[config.mk]
export PLATFORM = sky130hd
export DESIGN_NAME = uart_xintf_ctrl
export DESIGN_NICKNAME = d
export VERILOG_FILES = /design/src/rtl/uart_xintf_pkg.sv /design/src/rtl/x2u_tx_sched.sv /design/src/rtl/uart_xintf_ctrl.sv
export SDC_FILE = /design/constraint.sdc
export NUM_CORES = 1
export LEC_CHECK = 0
export CAP_MARGIN = 10
export CORE_MARGIN = 2
export CORE_UTILIZATION = 60
export CTS_BUF_LIST = sky130_fd_sc_hd__clkbuf_4 sky130_fd_sc_hd__clkbuf_8
export CTS_CLUSTER_SIZE = 16
export DETAILED_ROUTE_END_ITERATION = 10
export DONT_BUFFER_PORTS = 1
export GPL_ROUTABILITY_DRIVEN = 0
export PLACE_DENSITY = 0.76
export SYNTH_ARGS = -nofsm -noshare
export SYNTH_HDL_FRONTEND = slang
export SYNTH_SLANG_ARGS = --single-unit
[constraint.sdc]
create_clock -name clk50M -period 2.2 [get_ports clk50M]
set_input_delay 0.66 -clock clk50M [delete_from_list [all_inputs] [get_ports clk50M]]
set_output_delay 0.66 -clock clk50M [all_outputs]
set_load 0.005 [all_outputs]
[src/rtl/uart_xintf_pkg.sv]
// Shared constants and FSM state types for the UART <-> XINTF frame path.
package uart_xintf_pkg;

    localparam logic [7:0]  DEF_HDR0          = 8'hEB;
    localparam logic [7:0]  DEF_HDR1          = 8'h90;
    // Must match xintf_top's U2X_FBYTE_NUM.
    localparam int unsigned DEF_FRAME_LEN     = 22;
    localparam int unsigned DEF_X2U_FRAME_LEN = 22;
    // 1 ms at 50 MHz.
    localparam int unsigned DEF_TIMEOUT_CYC   = 50000;

    typedef enum logic [2:0] {
        R_HDR0,
        R_HDR1,
        R_HWR,
        R_BODY,
        R_PAD
    } rx_state_t;

    typedef enum logic [2:0] {
        T_IDLE,
        T_RD,
        T_LAT,
        T_SEND,
        T_HOLD
    } tx_state_t;

endpackage

[src/rtl/x2u_tx_sched.sv]
// Drains one full XINTF->UART frame from FIFO2 into the UART transmitter.
module x2u_tx_sched
    import uart_xintf_pkg::*;
#(
    parameter int unsigned X2U_FRAME_LEN = DEF_X2U_FRAME_LEN
) (
    input  logic       clk50M,
    input  logic       rst_n,
    input  logic [7:0] fifo2_cnt,
    input  logic [7:0] f2_buf_out,
    input  logic       tx_busy,
    output logic       f2_rd_en,
    output logic       tx_start,
    output logic [7:0] tx_data
);

    localparam logic [7:0] XLEN = 8'(X2U_FRAME_LEN);

    tx_state_t  tx_state;
    logic [7:0] tx_cnt;

    // TX frame sequencer: read, latch, start, wait for the byte to go out.
    // f2_rd_en is registered on the transition into T_RD so it is high
    // exactly while in T_RD and FIFO data is valid during T_LAT.
    // In T_HOLD the still-high tx_start marks the one-cycle wait before
    // tx_busy rises.
    always_ff @(posedge clk50M or negedge rst_n) begin
        if (!rst_n) begin
            tx_state <= T_IDLE;
            tx_cnt   <= '0;
            f2_rd_en <= 1'b0;
            tx_start <= 1'b0;
            tx_data  <= '0;
        end else begin
            f2_rd_en <= 1'b0;
            tx_start <= 1'b0;
            case (tx_state)
                T_IDLE: begin
                    tx_cnt <= '0;
                    if (fifo2_cnt >= XLEN) begin
                        f2_rd_en <= 1'b1;
                        tx_state <= T_RD;
                    end
                end
                T_RD: begin
                    tx_state <= T_LAT;
                end
                T_LAT: begin
                    tx_data  <= f2_buf_out;
                    tx_state <= T_SEND;
                end
                T_SEND: begin
                    if (!tx_busy) begin
                        tx_start <= 1'b1;
                        tx_state <= T_HOLD;
                    end
                end
                T_HOLD: begin
                    if (!tx_start && !tx_busy) begin
                        tx_cnt <= tx_cnt + 8'd1;
                        if (tx_cnt + 8'd1 == XLEN) begin
                            tx_state <= T_IDLE;
                        end else begin
                            f2_rd_en <= 1'b1;
                            tx_state <= T_RD;
                        end
                    end
                end
                default: begin
                    tx_state <= T_IDLE;
                end
            endcase
        end
    end

endmodule

[src/rtl/uart_xintf_ctrl.sv]
// Frame sequencer between the UART byte interfaces and xintf_top's FIFOs.
// RX: header hunt, whole-frame writes into FIFO1 with zero padding on
// timeout. TX: delegated to x2u_tx_sched.
module uart_xintf_ctrl
    import uart_xintf_pkg::*;
#(
    parameter int unsigned FRAME_LEN     = DEF_FRAME_LEN,
    parameter int unsigned X2U_FRAME_LEN = DEF_X2U_FRAME_LEN,
    parameter logic [7:0]  HDR0          = DEF_HDR0,
    parameter logic [7:0]  HDR1          = DEF_HDR1,
    parameter int unsigned TIMEOUT_CYC   = DEF_TIMEOUT_CYC
) (
    input  logic       clk50M,
    input  logic       rst_n,
    input  logic       rx_valid,
    input  logic [7:0] rx_data,
    output logic       f1_wr_en,
    output logic [7:0] f1_buf_in,
    output logic       f2_rd_en,
    input  logic [7:0] f2_buf_out,
    input  logic [7:0] fifo2_cnt,
    input  logic       tx_busy,
    output logic       tx_start,
    output logic [7:0] tx_data,
    output logic       frame_ok,
    output logic       frame_err
);

    localparam int unsigned TW   = $clog2(TIMEOUT_CYC + 1);
    localparam logic [TW-1:0] TMAX = TW'(TIMEOUT_CYC);
    localparam logic [7:0] FLEN  = 8'(FRAME_LEN);

    rx_state_t   rx_state;
    logic [7:0]  rx_cnt;
    logic [TW-1:0] tcnt;
    logic        tmo;

    // Inter-byte timeout reached.
    always_comb begin
        tmo = (tcnt == TMAX);
    end

    // RX framer: header hunt, header replay, body copy, zero padding.
    // The timeout check precedes rx_valid so a byte coinciding with the
    // timeout is dropped.
    always_ff @(posedge clk50M or negedge rst_n) begin
        if (!rst_n) begin
            rx_state  <= R_HDR0;
            rx_cnt    <= '0;
            tcnt      <= '0;
            f1_wr_en  <= 1'b0;
            f1_buf_in <= '0;
            frame_ok  <= 1'b0;
            frame_err <= 1'b0;
        end else begin
            f1_wr_en  <= 1'b0;
            frame_ok  <= 1'b0;
            frame_err <= 1'b0;
            case (rx_state)
                R_HDR0: begin
                    tcnt   <= '0;
                    rx_cnt <= '0;
                    if (rx_valid && rx_data == HDR0) begin
                        rx_state <= R_HDR1;
                    end
                end
                R_HDR1: begin
                    if (tmo) begin
                        rx_state <= R_HDR0;
                    end else if (rx_valid) begin
                        tcnt <= '0;
                        if (rx_data == HDR1) begin
                            rx_state <= R_HWR;
                        end else if (rx_data != HDR0) begin
                            rx_state <= R_HDR0;
                        end
                    end else begin
                        tcnt <= tcnt + 1'b1;
                    end
                end
                R_HWR: begin
                    f1_wr_en  <= 1'b1;
                    f1_buf_in <= (rx_cnt == 8'd0) ? HDR0 : HDR1;
                    rx_cnt    <= rx_cnt + 8'd1;
                    if (rx_cnt == 8'd1) begin
                        tcnt     <= '0;
                        rx_state <= R_BODY;
                    end
                end
                R_BODY: begin
                    if (tmo) begin
                        frame_err <= 1'b1;
                        rx_state  <= R_PAD;
                    end else if (rx_valid) begin
                        tcnt      <= '0;
                        f1_wr_en  <= 1'b1;
                        f1_buf_in <= rx_data;
                        rx_cnt    <= rx_cnt + 8'd1;
                        if (rx_cnt + 8'd1 == FLEN) begin
                            frame_ok <= 1'b1;
                            rx_state <= R_HDR0;
                        end
                    end else begin
                        tcnt <= tcnt + 1'b1;
                    end
                end
                R_PAD: begin
                    f1_wr_en  <= 1'b1;
                    f1_buf_in <= '0;
                    rx_cnt    <= rx_cnt + 8'd1;
                    if (rx_cnt + 8'd1 == FLEN) begin
                        rx_state <= R_HDR0;
                    end
                end
                default: begin
                    rx_state <= R_HDR0;
                end
            endcase
        end
    end

    x2u_tx_sched #(
        .X2U_FRAME_LEN(X2U_FRAME_LEN)
    ) u_tx_sched (
        .clk50M    (clk50M),
        .rst_n     (rst_n),
        .fifo2_cnt (fifo2_cnt),
        .f2_buf_out(f2_buf_out),
        .tx_busy   (tx_busy),
        .f2_rd_en  (f2_rd_en),
        .tx_start  (tx_start),
        .tx_data   (tx_data)
    );

endmodule

==> metrics.md, run 1 <==
| Metric | Value |
|---|---|
| Status | `complete, no violations` |
| FF-to-FF path depth | `7` |
| Die height | `78.24 um` |
| Iter 0 DRT Violations | `192` |
| First-pass GRT wire length | `12,130 um` |
| Synth warn | `0` |
| Initial antenna violation count | `0` |
| Final WL | `6988 um` |
| Max-Slew Margin vs Limit | `0.6074` |
| Final period utilization | `0.9318` |
| Die W | `78.24 um` |
| Crit-path max cell delay | `430 ps` |
| R2r startpoint | `rx_cnt[1]$_DFFE_PN0P_` |
| Setup Total Neg Slack | `0 ps` |
| Post-synthesis sequential area ratio | `0.4465` |
| Max-Cap Viols | `0` |
| Post-synth cell types | `60` |
| CP max FO | `6` |
| Post-synthesis async set-or-reset flop share | `1.000` |
| Routed len/inst | `16.10 um` |
| Most common cell after layout, fill and taps aside | `dfrtp_1` |
| Clk pin slew, worst setup/hold paths | `70 ps` |
| Slew @ Worst Pin | `583.6 ps` |
| Total GRT Usage | `0.2493` |
| Setup violators final | `0` |
| Maximum VDD drop | `0.6001 mV` |
| DIE AREA | `0.006122 mm^2` |
| RR Endpoint | `rx_state[1]$_DFFE_PN0P_` |
| Register bit count reported by yosys | `59` |
| Pin count of the biggest net entering global routing | `60` |
| Syn nets | `391` |
| Commonest cells after routing, fill and taps aside | `58 x dfrtp_1, 33 x o21ai_0, 31 x nand2_1` |
| Clock Latency Late Sink | `330 ps` |
| WP data required | `2420 ps` |
| # clock sinks | `59` |
| Cell Chain, Critical Path | `inv_1 -> ha_1 -> nor4b_2 -> a2bb2oi_2 -> or3_4 -> o32a_1 -> o41ai_1` |
| Placeable core region | `0.005405 mm^2` |
| Crit path DAT | `2270 ps` |
| Primary FF master, synth | `dfrtp_1` |
| Setup crit end | `rx_state[1]$_DFFE_PN0P_` |
| IO Count | `49` |
| Critical path startpoint | `rx_cnt[1]$_DFFE_PN0P_` |
| Final number of max-transition violations | `0` |
| Cts bufs inserted | `9` |
| DR vias | `2,714` |
| GR Overflow Total | `0` |
| IO buf count | `0` |
| EDFF count, synth | `0` |
| Core Util, Final | `0.6648` |
| Placed cell count | `418` |
| P per Cell Area | `973.6 mW/mm^2` |
| Netlist Area Pre-Place | `0.003307 mm^2` |
| Final Hold Fails | `0` |
| Hold crit path type | `input pin to async pin` |
| Nets | `393` |
| Vias per Instance | `6.253` |
| Slowest CP cell | `dfrtp_1` |
| Root Driver | `clkbuf_8` |
| Cells after Synth | `355` |
| Initial core utilization | `0.6118` |
| Dpl hpwl | `4790 um` |
| Row count | `27` |
| Fmax | `0.4878 GHz` |
| Total power | `3499 uW` |
| Post-layout min period | `2050 ps` |
| DR pass1 iterations | `4` |
| Crit. End Element | `flip-flop` |
| Final std cells w/o fill | `434` |
| Residual DRC | `0` |
| Worst Clk Skew | `9.396 ps` |
| Vias in the first global route | `2,619` |
| Flop2flop setup slack | `150 ps` |
| Hold Slack | `13.41 ps` |
| Crit path kind | `flip-flop to flip-flop` |
| Area Growth Syn to Fin | `8.664%` |
| Post-route ant nets | `0` |
| Startpoint types | `flip-flop` |
| Leakage | `0.001493 uW` |
| CTS tree | `done` |
| Antenna diodes | `0` |
| H-tree depth | `3` |
| Clk buf depth | `2` |
| Layout cells sized above 1 | `0.1409` |
| Syn Area/Cell | `9.315 um^2` |
==> cells by family after synthesis <==
family | after synthesis | synth area share
and+or+nand+nor | 135 | 0.2274
muxes | 8 | 0.02724
adders and majority gates | 8 | 0.03027
buffers and inverters | 30 | 0.03935
DFF | 59 | 0.4465
AOI/OAI and AO/OA | 111 | 0.2187
xor gates and xnor gates | 4 | 0.01060
==> stage by stage <==
step	instance area, um^2	setup slack [ps]
3_3_place_gp	3376	189.7
4_1_cts	3568	121.2
2_1_floorplan	3307	241.7
6_report	3593	150.1
3_5_place_dp	3376	142.6
5_1_grt	3593	-20.57
==> layout make-up <==
| cell class | instances | area, um^2 |
|---|---|---|
| fill | 441 | 1812 |
| multi-input combinational | 266 | 1724 |
| sequential | 59 | 1478 |
| clock buffer | 9 | 123.9 |
| tap | 72 | 90.09 |
| clock inverter | 7 | 68.82 |
| timing repair buffer | 8 | 60.06 |
| inverter | 13 | 48.80 |
==> state kept, by name, summed over array words and instances, names as in the netlist, 3 cells and up <==
signal	cells
u_tx_sched.tx_cnt	8
tcnt	16
u_tx_sched.tx_state	3
f1_buf_in	8
u_tx_sched.tx_data	8
rx_state	3
rx_cnt	8
==> per-layer routing <==
layer	vias to the layer above	wire (um)	track usage
li1	1336	-	-
met4	0	108	0.1070
met1	1295	3119	0.3311
met3	10	385	0.05057
met2	73	3374	0.3991
met5	-	0	0
==> worst max-delay path, delay by kind of cell (launching register included) <==
kind / cells / cell delay [ps]
buffers and inverters: 1 / 140
and+or+nand+nor: 2 / 620
DFF: 1 / 430
adders and majority gates: 1 / 180
AOI/OAI and AO/OA: 3 / 570
==> Yosys cell counts, types with 6 or more instances <==
| master | count | area (um^2) |
|---|---|---|
| ha_1 | 8 | 100.1 |
| and2_1 | 6 | 37.54 |
| clkbuf_1 | 9 | 33.78 |
| nor2_1 | 24 | 90.09 |
| nor3_1 | 9 | 45.04 |
| o21ai_0 | 33 | 165.2 |
| nand2_1 | 31 | 116.4 |
| mux2_2 | 8 | 90.09 |
| inv_1 | 13 | 48.80 |
| o31ai_1 | 7 | 52.55 |
| nand3_1 | 18 | 90.09 |
| and3_1 | 8 | 50.05 |
| a21oi_1 | 23 | 115.1 |
| dfrtp_1 | 59 | 1476 |
| a31oi_1 | 8 | 50.05 |
==> report_power, final <==
part           internal (uW)  leakage [uW]  total [uW]  switching, uW
clock                    518     0.0000950         958            440
combinational            449      0.000623         950            501
sequential              1320      0.000774        1590            266
total                   2290       0.00149        3500           1210
==> how the worst min path moves through the flow <==
stage / start / to / slack [ps] / depth (start not counted)
after global routing: rst_n / u_tx_sched.f2_rd_en$_DFF_PN0_ / 0.09 / 0
final: rst_n / u_tx_sched.tx_data[4]$_DFFE_PN0P_ / 10 / 0
after detailed placement: rst_n / u_tx_sched.tx_data[4]$_DFFE_PN0P_ / 370 / 0
after global placement: rst_n / u_tx_sched.tx_data[4]$_DFFE_PN0P_ / 370 / 0
after CTS: rst_n / u_tx_sched.f2_rd_en$_DFF_PN0_ / 1 / 0
after floorplan: rst_n / f1_buf_in[0]$_DFFE_PN0P_ / 360 / 0
==> repair_timing <==
| item | in CTS | in global routing |
|---|---|---|
| resized for setup | 0 | 5 |
| setup buffers | 0 | 0 |
| endpoints found under the setup margin | 0 | 6 |
| hold buffers | 0 | 0 |
Power figures use the tool's default switching activity.
==> inputs of run 2 (changes only) <==
--- a/config.mk
+++ b/config.mk
@@ -13,6 +13,7 @@
 export DETAILED_ROUTE_END_ITERATION = 10
 export DONT_BUFFER_PORTS = 1
 export GPL_ROUTABILITY_DRIVEN = 0
+export GPL_TIMING_DRIVEN = 0
 export PLACE_DENSITY = 0.76
 export SYNTH_ARGS = -nofsm -noshare
 export SYNTH_HDL_FRONTEND = slang
==> constraint.sdc (replaced) <==
create_clock -name clk50M -period 2.14 [get_ports clk50M]
set_input_delay 0.642 -clock clk50M [delete_from_list [all_inputs] [get_ports clk50M]]
set_output_delay 0.642 -clock clk50M [all_outputs]
set_load 0.005 [all_outputs]
==> run 2 against run 1 <==
Effect of this change:
- clock power is 22% higher
- register-to-register slack lost 60 ps
- clock-buffer cell count is 3 higher
- worst setup slack worse by 58 ps
- hold slack better by 150 ps
- power is 10% higher
- sequential share of layout area down 1.8 points
- largest cell class unchanged
- final cell count grew 3.0%
- largest power group unchanged
==> metrics.md, run 2 (synthesized netlist as in run 1, its figures left out) <==
| Metric | Value |
|---|---|
| FF-to-FF path depth | `9` |
| CP max FO | `8` |
| Hold crit path type | `input pin to async pin` |
| Crit path DAT | `2260 ps` |
| Startpoint types | `flip-flop` |
| Post-route ant nets | `0` |
| Final WS setup | `92.56 ps` |
| Status | `complete, no violations` |
| Vias in the first global route | `2,696` |
| Pin count of the biggest net entering global routing | `60` |
| Crit path kind | `flip-flop to flip-flop` |
| P per Cell Area | `1027 mW/mm^2` |
| Row count | `27` |
| Register name with the most flops | `tcnt` |
| Die W | `78.24 um` |
| Iter 0 DRT Violations | `167` |
| Slew @ Worst Pin | `677.7 ps` |
| Crit-path max cell delay | `440 ps` |
| Core Util, Final | `0.6951` |
| Cts bufs inserted | `9` |
| DP Worst Slack | `8.150 ps` |
| Final number of max-transition violations | `0` |
| Max FFs per register | `16` |
| IO buf count | `0` |
| Post-layout min period | `2047 ps` |
| Antenna diodes | `0` |
| Crit. End Element | `flip-flop` |
| Clock Latency Late Sink | `340 ps` |
| Die height | `78.24 um` |
| Worst Path Buf+Inv | `3` |
| # clock sinks | `59` |
| DIE AREA | `0.006122 mm^2` |
| Most common cell after layout, fill and taps aside | `dfrtp_1` |
| Dpl hpwl | `4873 um` |
| IO Count | `49` |
| DR vias | `2,795` |
| GR Overflow Total | `0` |
| Max-Slew Margin vs Limit | `0.5365` |
| Final std cells w/o fill | `447` |
| First-pass GRT wire length | `11,930 um` |
| Total power | `3857 uW` |
| Kind of cell adding the most delay to the critical path | `simple AND/OR/NAND/NOR gates` |
| Routed len/inst | `16.11 um` |
| Root Driver | `clkbuf_8` |
| RR Endpoint | `rx_cnt[4]$_DFFE_PN0P_` |
| Nets | `406` |
| Leakage | `0.001565 uW` |
| Final period utilization | `0.9567` |
| Placed cell count | `427` |
| Initial antenna violation count | `0` |
| Worst Clk Skew | `7.837 ps` |
| DR pass1 iterations | `4` |
| WP data required | `2350 ps` |
| Layout cells sized above 1 | `0.1653` |
| Flop2flop setup slack | `90 ps` |
| Initial core utilization | `0.6118` |
| R2r startpoint | `tcnt[0]$_DFFE_PN0P_` |
| Placeable core region | `0.005405 mm^2` |
| Residual DRC | `0` |
| Final WL | `7199 um` |
| Max-Cap Viols | `0` |
| Fmax | `0.4884 GHz` |
| Commonest cells after routing, fill and taps aside | `57 x dfrtp_1, 31 x nand2_1, 31 x o21ai_0` |
| Clk buf depth | `2` |
| Clk pin slew, worst setup/hold paths | `70 ps` |
| CTS tree | `done` |
| Area Growth Syn to Fin | `13.62%` |
| Total GRT Usage | `0.2455` |
| Maximum VDD drop | `0.6692 mV` |
| Cell Chain, Critical Path | `inv_1 -> ha_1 -> and4bb_2 -> and4_4 -> buf_6 -> o221ai_4 -> buf_12 -> and3_1 -> a221o_1` |
| H-tree depth | `3` |
| Slowest CP cell | `dfrtp_2` |
| Final Hold Fails | `0` |
| Setup violators final | `0` |
| Vias per Instance | `6.253` |
[run 2: cell types whose count changed in the layout (fill, tap and decap cells not counted), sizes merged]
cell and delta:
buf +5, bufinv +1, clkbuf +11, clkinv -3, clkinvlp -1
[run 2: timing repair]
item                                   in CTS  in global routing
resized for setup                           2                 15
pin swaps                                   0                  3
endpoints found under the hold margin      59                  0
setup endpoints to repair                   3                 29
hold buffers                                1                  0
buffers inserted                            0                  4
[run 2: final cells by class]
cell class | instances | area [um^2]
Sequential cell | 59 | 1479
Fill cell | 422 | 1648
Clock inverter | 4 | 72.57
Buffer | 16 | 78.83
Tap cell | 72 | 90.09
Timing Repair Buffer | 5 | 70.07
Multi-Input combinational cell | 266 | 1759
Inverter | 13 | 48.80
Clock buffer | 12 | 158.9
[run 2: where the power goes]
| group | switching, uW | total [uW] | internal (uW) |
|---|---|---|---|
| clock | 436 | 1170 | 730 |
| combinational | 641 | 1130 | 489 |
| sequential | 197 | 1560 | 1360 |
[run 2: worst reg2reg max path, stage by stage, from the launching register on]
cell and delay (ps):
dfrtp_2 440, inv_1 70, ha_1 130, and4bb_2 260
and4_4 210, buf_6 120, o221ai_4 130, buf_12 160
and3_1 150, a221o_1 260
[run 2: stage by stage]
stage	setup TNS (ps)	cell area, um^2	hold slack [ps]
final	0	3757	162.3
after global routing	-30.15	3757	180.3
after CTS	0	3669	166.7
after detailed placement	0	3397	347.7
after global placement	0	3397	347.8
after floorplan	0	3307	346.4
[run 2: worst max path at each step]
stage          depth (start not counted)  slack [ps]                   from                 endpoint
2_1_floorplan                          8         180    tcnt[0]$_DFFE_PN0P_  rx_state[1]$_DFFE_PN0P_
3_3_place_gp                           6          30  rx_cnt[0]$_DFFE_PN0P_  rx_state[2]$_DFFE_PN0P_
3_5_place_dp                           6           8  rx_cnt[0]$_DFFE_PN0P_  rx_state[1]$_DFFE_PN0P_
4_1_cts                                9          10    tcnt[0]$_DFFE_PN0P_      tcnt[9]$_DFFE_PN0P_
5_1_grt                                7         -20    tcnt[0]$_DFFE_PN0P_    rx_cnt[5]$_DFFE_PN0P_
6_report                               9          90    tcnt[0]$_DFFE_PN0P_    rx_cnt[4]$_DFFE_PN0P_
[run 2: metal layers]
| metal | up-vias | part of all wire | track usage |
|---|---|---|---|
| met2 | 65 | 0.49 | 0.3940 |
| met3 | 10 | 0.044 | 0.05402 |
| met1 | 1363 | 0.45 | 0.3146 |
| met5 | - | 0 | 0 |
| met4 | 0 | 0.012 | 0.1228 |
| li1 | 1357 | - | - |
==> inputs of run 3 (changes only) <==
--- a/config.mk
+++ b/config.mk
@@ -15,6 +15,7 @@
 export GPL_ROUTABILITY_DRIVEN = 0
 export GPL_TIMING_DRIVEN = 0
 export PLACE_DENSITY = 0.76
+export REMOVE_ABC_BUFFERS = 1
 export SYNTH_ARGS = -nofsm -noshare
 export SYNTH_HDL_FRONTEND = slang
 export SYNTH_SLANG_ARGS = --single-unit
==> run 3 against run 2 <==
Effect of this change:
- largest power group unchanged
- sequential share of layout area increased by 1.7 points
- clock-buffer cell count down 2
- worst setup slack worse by 17 ps
- combinational power shrank 13%
- critical endpoint is now rx_cnt[5]$_DFFE_PN0P_
- critical path type unchanged
==> metrics.md, run 3 (synthesized netlist as in run 1, its figures left out) <==
| Metric | Value |
|---|---|
| Status | `complete, no violations` |
| Die W | `78.24 um` |
| IO buf count | `0` |
| Finished Cell Area | `0.003605 mm^2` |
| Hold crit path type | `input pin to async pin` |
| Maximum VDD drop | `0.5847 mV` |
| Die height | `78.24 um` |
| Clk pin slew, worst setup/hold paths | `70 ps` |
| Slew @ Worst Pin | `717.3 ps` |
| Layout cells sized above 1 | `0.1345` |
| Register name with the most flops | `tcnt` |
| Dpl hpwl | `4535 um` |
| P per Cell Area | `1012 mW/mm^2` |
| Antenna diodes | `0` |
| Final period utilization | `0.9649` |
| Initial core utilization | `0.6118` |
| Worst Path Buf+Inv | `2` |
| RSZ-0062 raised after global routing | `true` |
| GR Overflow Total | `0` |
| Max-Cap Viols | `0` |
| Total power | `3648 uW` |
| # clock sinks | `59` |
| Worst Clk Skew | `7.898 ps` |
| DR pass1 iterations | `4` |
| Setup violators final | `0` |
| Routed len/inst | `16.43 um` |
| Commonest cells after routing, fill and taps aside | `57 x dfrtp_1, 33 x o21ai_0, 31 x nand2_1` |
| FF+latch area | `0.001479 mm^2` |
| Vias per Instance | `6.445` |
| DIE AREA | `0.006122 mm^2` |
| Pin count of the biggest net entering global routing | `60` |
| Crit-path max cell delay | `460 ps` |
| WP data required | `2390 ps` |
| Area Growth Syn to Fin | `9.005%` |
| Final Hold Fails | `0` |
| Root Driver | `clkbuf_8` |
| DR vias | `2,765` |
| Max FFs per register | `16` |
| Total GRT Usage | `0.2368` |
| Placeable core region | `0.005405 mm^2` |
| Crit path DAT | `2310 ps` |
| Number of fill cells in the layout | `424` |
| Initial antenna violation count | `0` |
| Placed inst area | `0.003316 mm^2` |
| Slowest CP cell | `a31oi_2` |
| Startpoint types | `flip-flop` |
| Cell Chain, Critical Path | `inv_1 -> ha_1 -> and4bb_2 -> nand4_1 -> a31oi_2 -> inv_1 -> a31oi_1` |
| Vias in the first global route | `2,440` |
| Kind of cell adding the most delay to the critical path | `compound AO/OA/AOI/OAI gates` |
| Setup Total Neg Slack | `0 ps` |
| Final number of max-transition violations | `0` |
| Clk buf depth | `2` |
| Final WL | `7047 um` |
| Most common cell type on the critical path | `inv_1` |
| CP max FO | `7` |
| Iter 0 DRT Violations | `162` |
| H-tree depth | `3` |
| Most common cell after layout, fill and taps aside | `dfrtp_1` |
| Residual DRC | `0` |
| CTS tree | `done` |
| Leakage | `0.001473 uW` |
| IO Count | `49` |
| Clock Latency Late Sink | `340 ps` |
| Nets | `388` |
| Row count | `27` |
| Area of the multi-input gates | `0.001754 mm^2` |
| Max-Slew Margin vs Limit | `0.5218` |
| Post-route ant nets | `0` |
| Crit. End Element | `flip-flop` |
| Fmax | `0.4843 GHz` |
| Hold Slack | `164.7 ps` |
| Flop2flop setup slack | `80 ps` |
| Crit path kind | `flip-flop to flip-flop` |
| Cts bufs inserted | `9` |
| Post-layout min period | `2065 ps` |
| First-pass GRT wire length | `11,490 um` |
[run 3: layer usage]
| layer | part of all wire | GRT usage | up-vias |
|---|---|---|---|
| li1 | - | - | 1328 |
| met1 | 0.47 | 0.3366 | 1312 |
| met2 | 0.45 | 0.3526 | 109 |
| met3 | 0.070 | 0.05632 | 16 |
| met4 | 0.016 | 0.09123 | 0 |
| met5 | 0 | 0 | - |
[run 3: layout make-up]
type | count | area share
Clock buffer | 10 | 0.03645
Inverter | 13 | 0.01354
Timing Repair Buffer | 2 | 0.009719
Tap cell | 72 | 0.02499
Clock inverter | 6 | 0.01840
Multi-Input combinational cell | 267 | 0.4866
Sequential cell | 59 | 0.4103
[run 3: timing repair]
item,CTS,global route
hold buffers,1,0
setup endpoints to repair,17,18
gates cloned,0,1
hold endpoints to repair,59,0
resized for setup,3,6
setup buffers,0,1
pin swaps,0,1
[run 3: metrics by stage]
step | instances | setup slack [ps] | utilization
floorplan | 338 | 114.5 | -
global placement | 410 | -193.3 | 0.6134
detailed placement | 410 | -277.3 | 0.6134
CTS | 427 | 5.273 | 0.6593
global route | 429 | -60.42 | 0.6669
finish | 429 | 75.20 | 0.6669
[run 3: worst paths after layout]
| kind | start | to | cells past startpoint |
|---|---|---|---|
| worst max-delay path | tcnt[0]$_DFFE_PN0P_ | rx_cnt[5]$_DFFE_PN0P_ | 7 |
| worst min-delay path | rst_n | u_tx_sched.tx_data[6]$_DFFE_PN0P_ | 1 |
| worst max register to register | tcnt[0]$_DFFE_PN0P_ | rx_cnt[5]$_DFFE_PN0P_ | 7 |
| worst min register to register | tcnt[15]$_DFFE_PN0P_ | tcnt[15]$_DFFE_PN0P_ | 1 |
| max in group asynchronous | rst_n | rx_cnt[0]$_DFFE_PN0P_ | 1 |
| min in group clk50M | tx_busy | u_tx_sched.tx_start$_DFF_PN0_ | 1 |
[run 3: power breakdown]
part | internal [uW] | total [uW] | switching (uW) | leakage [uW]
Combinational | 435 | 978 | 542 | 0.000607
Sequential | 1360 | 1660 | 293 | 0.000773
Clock | 550 | 1010 | 464 | 0.0000919
Total | 2350 | 3650 | 1300 | 0.00147
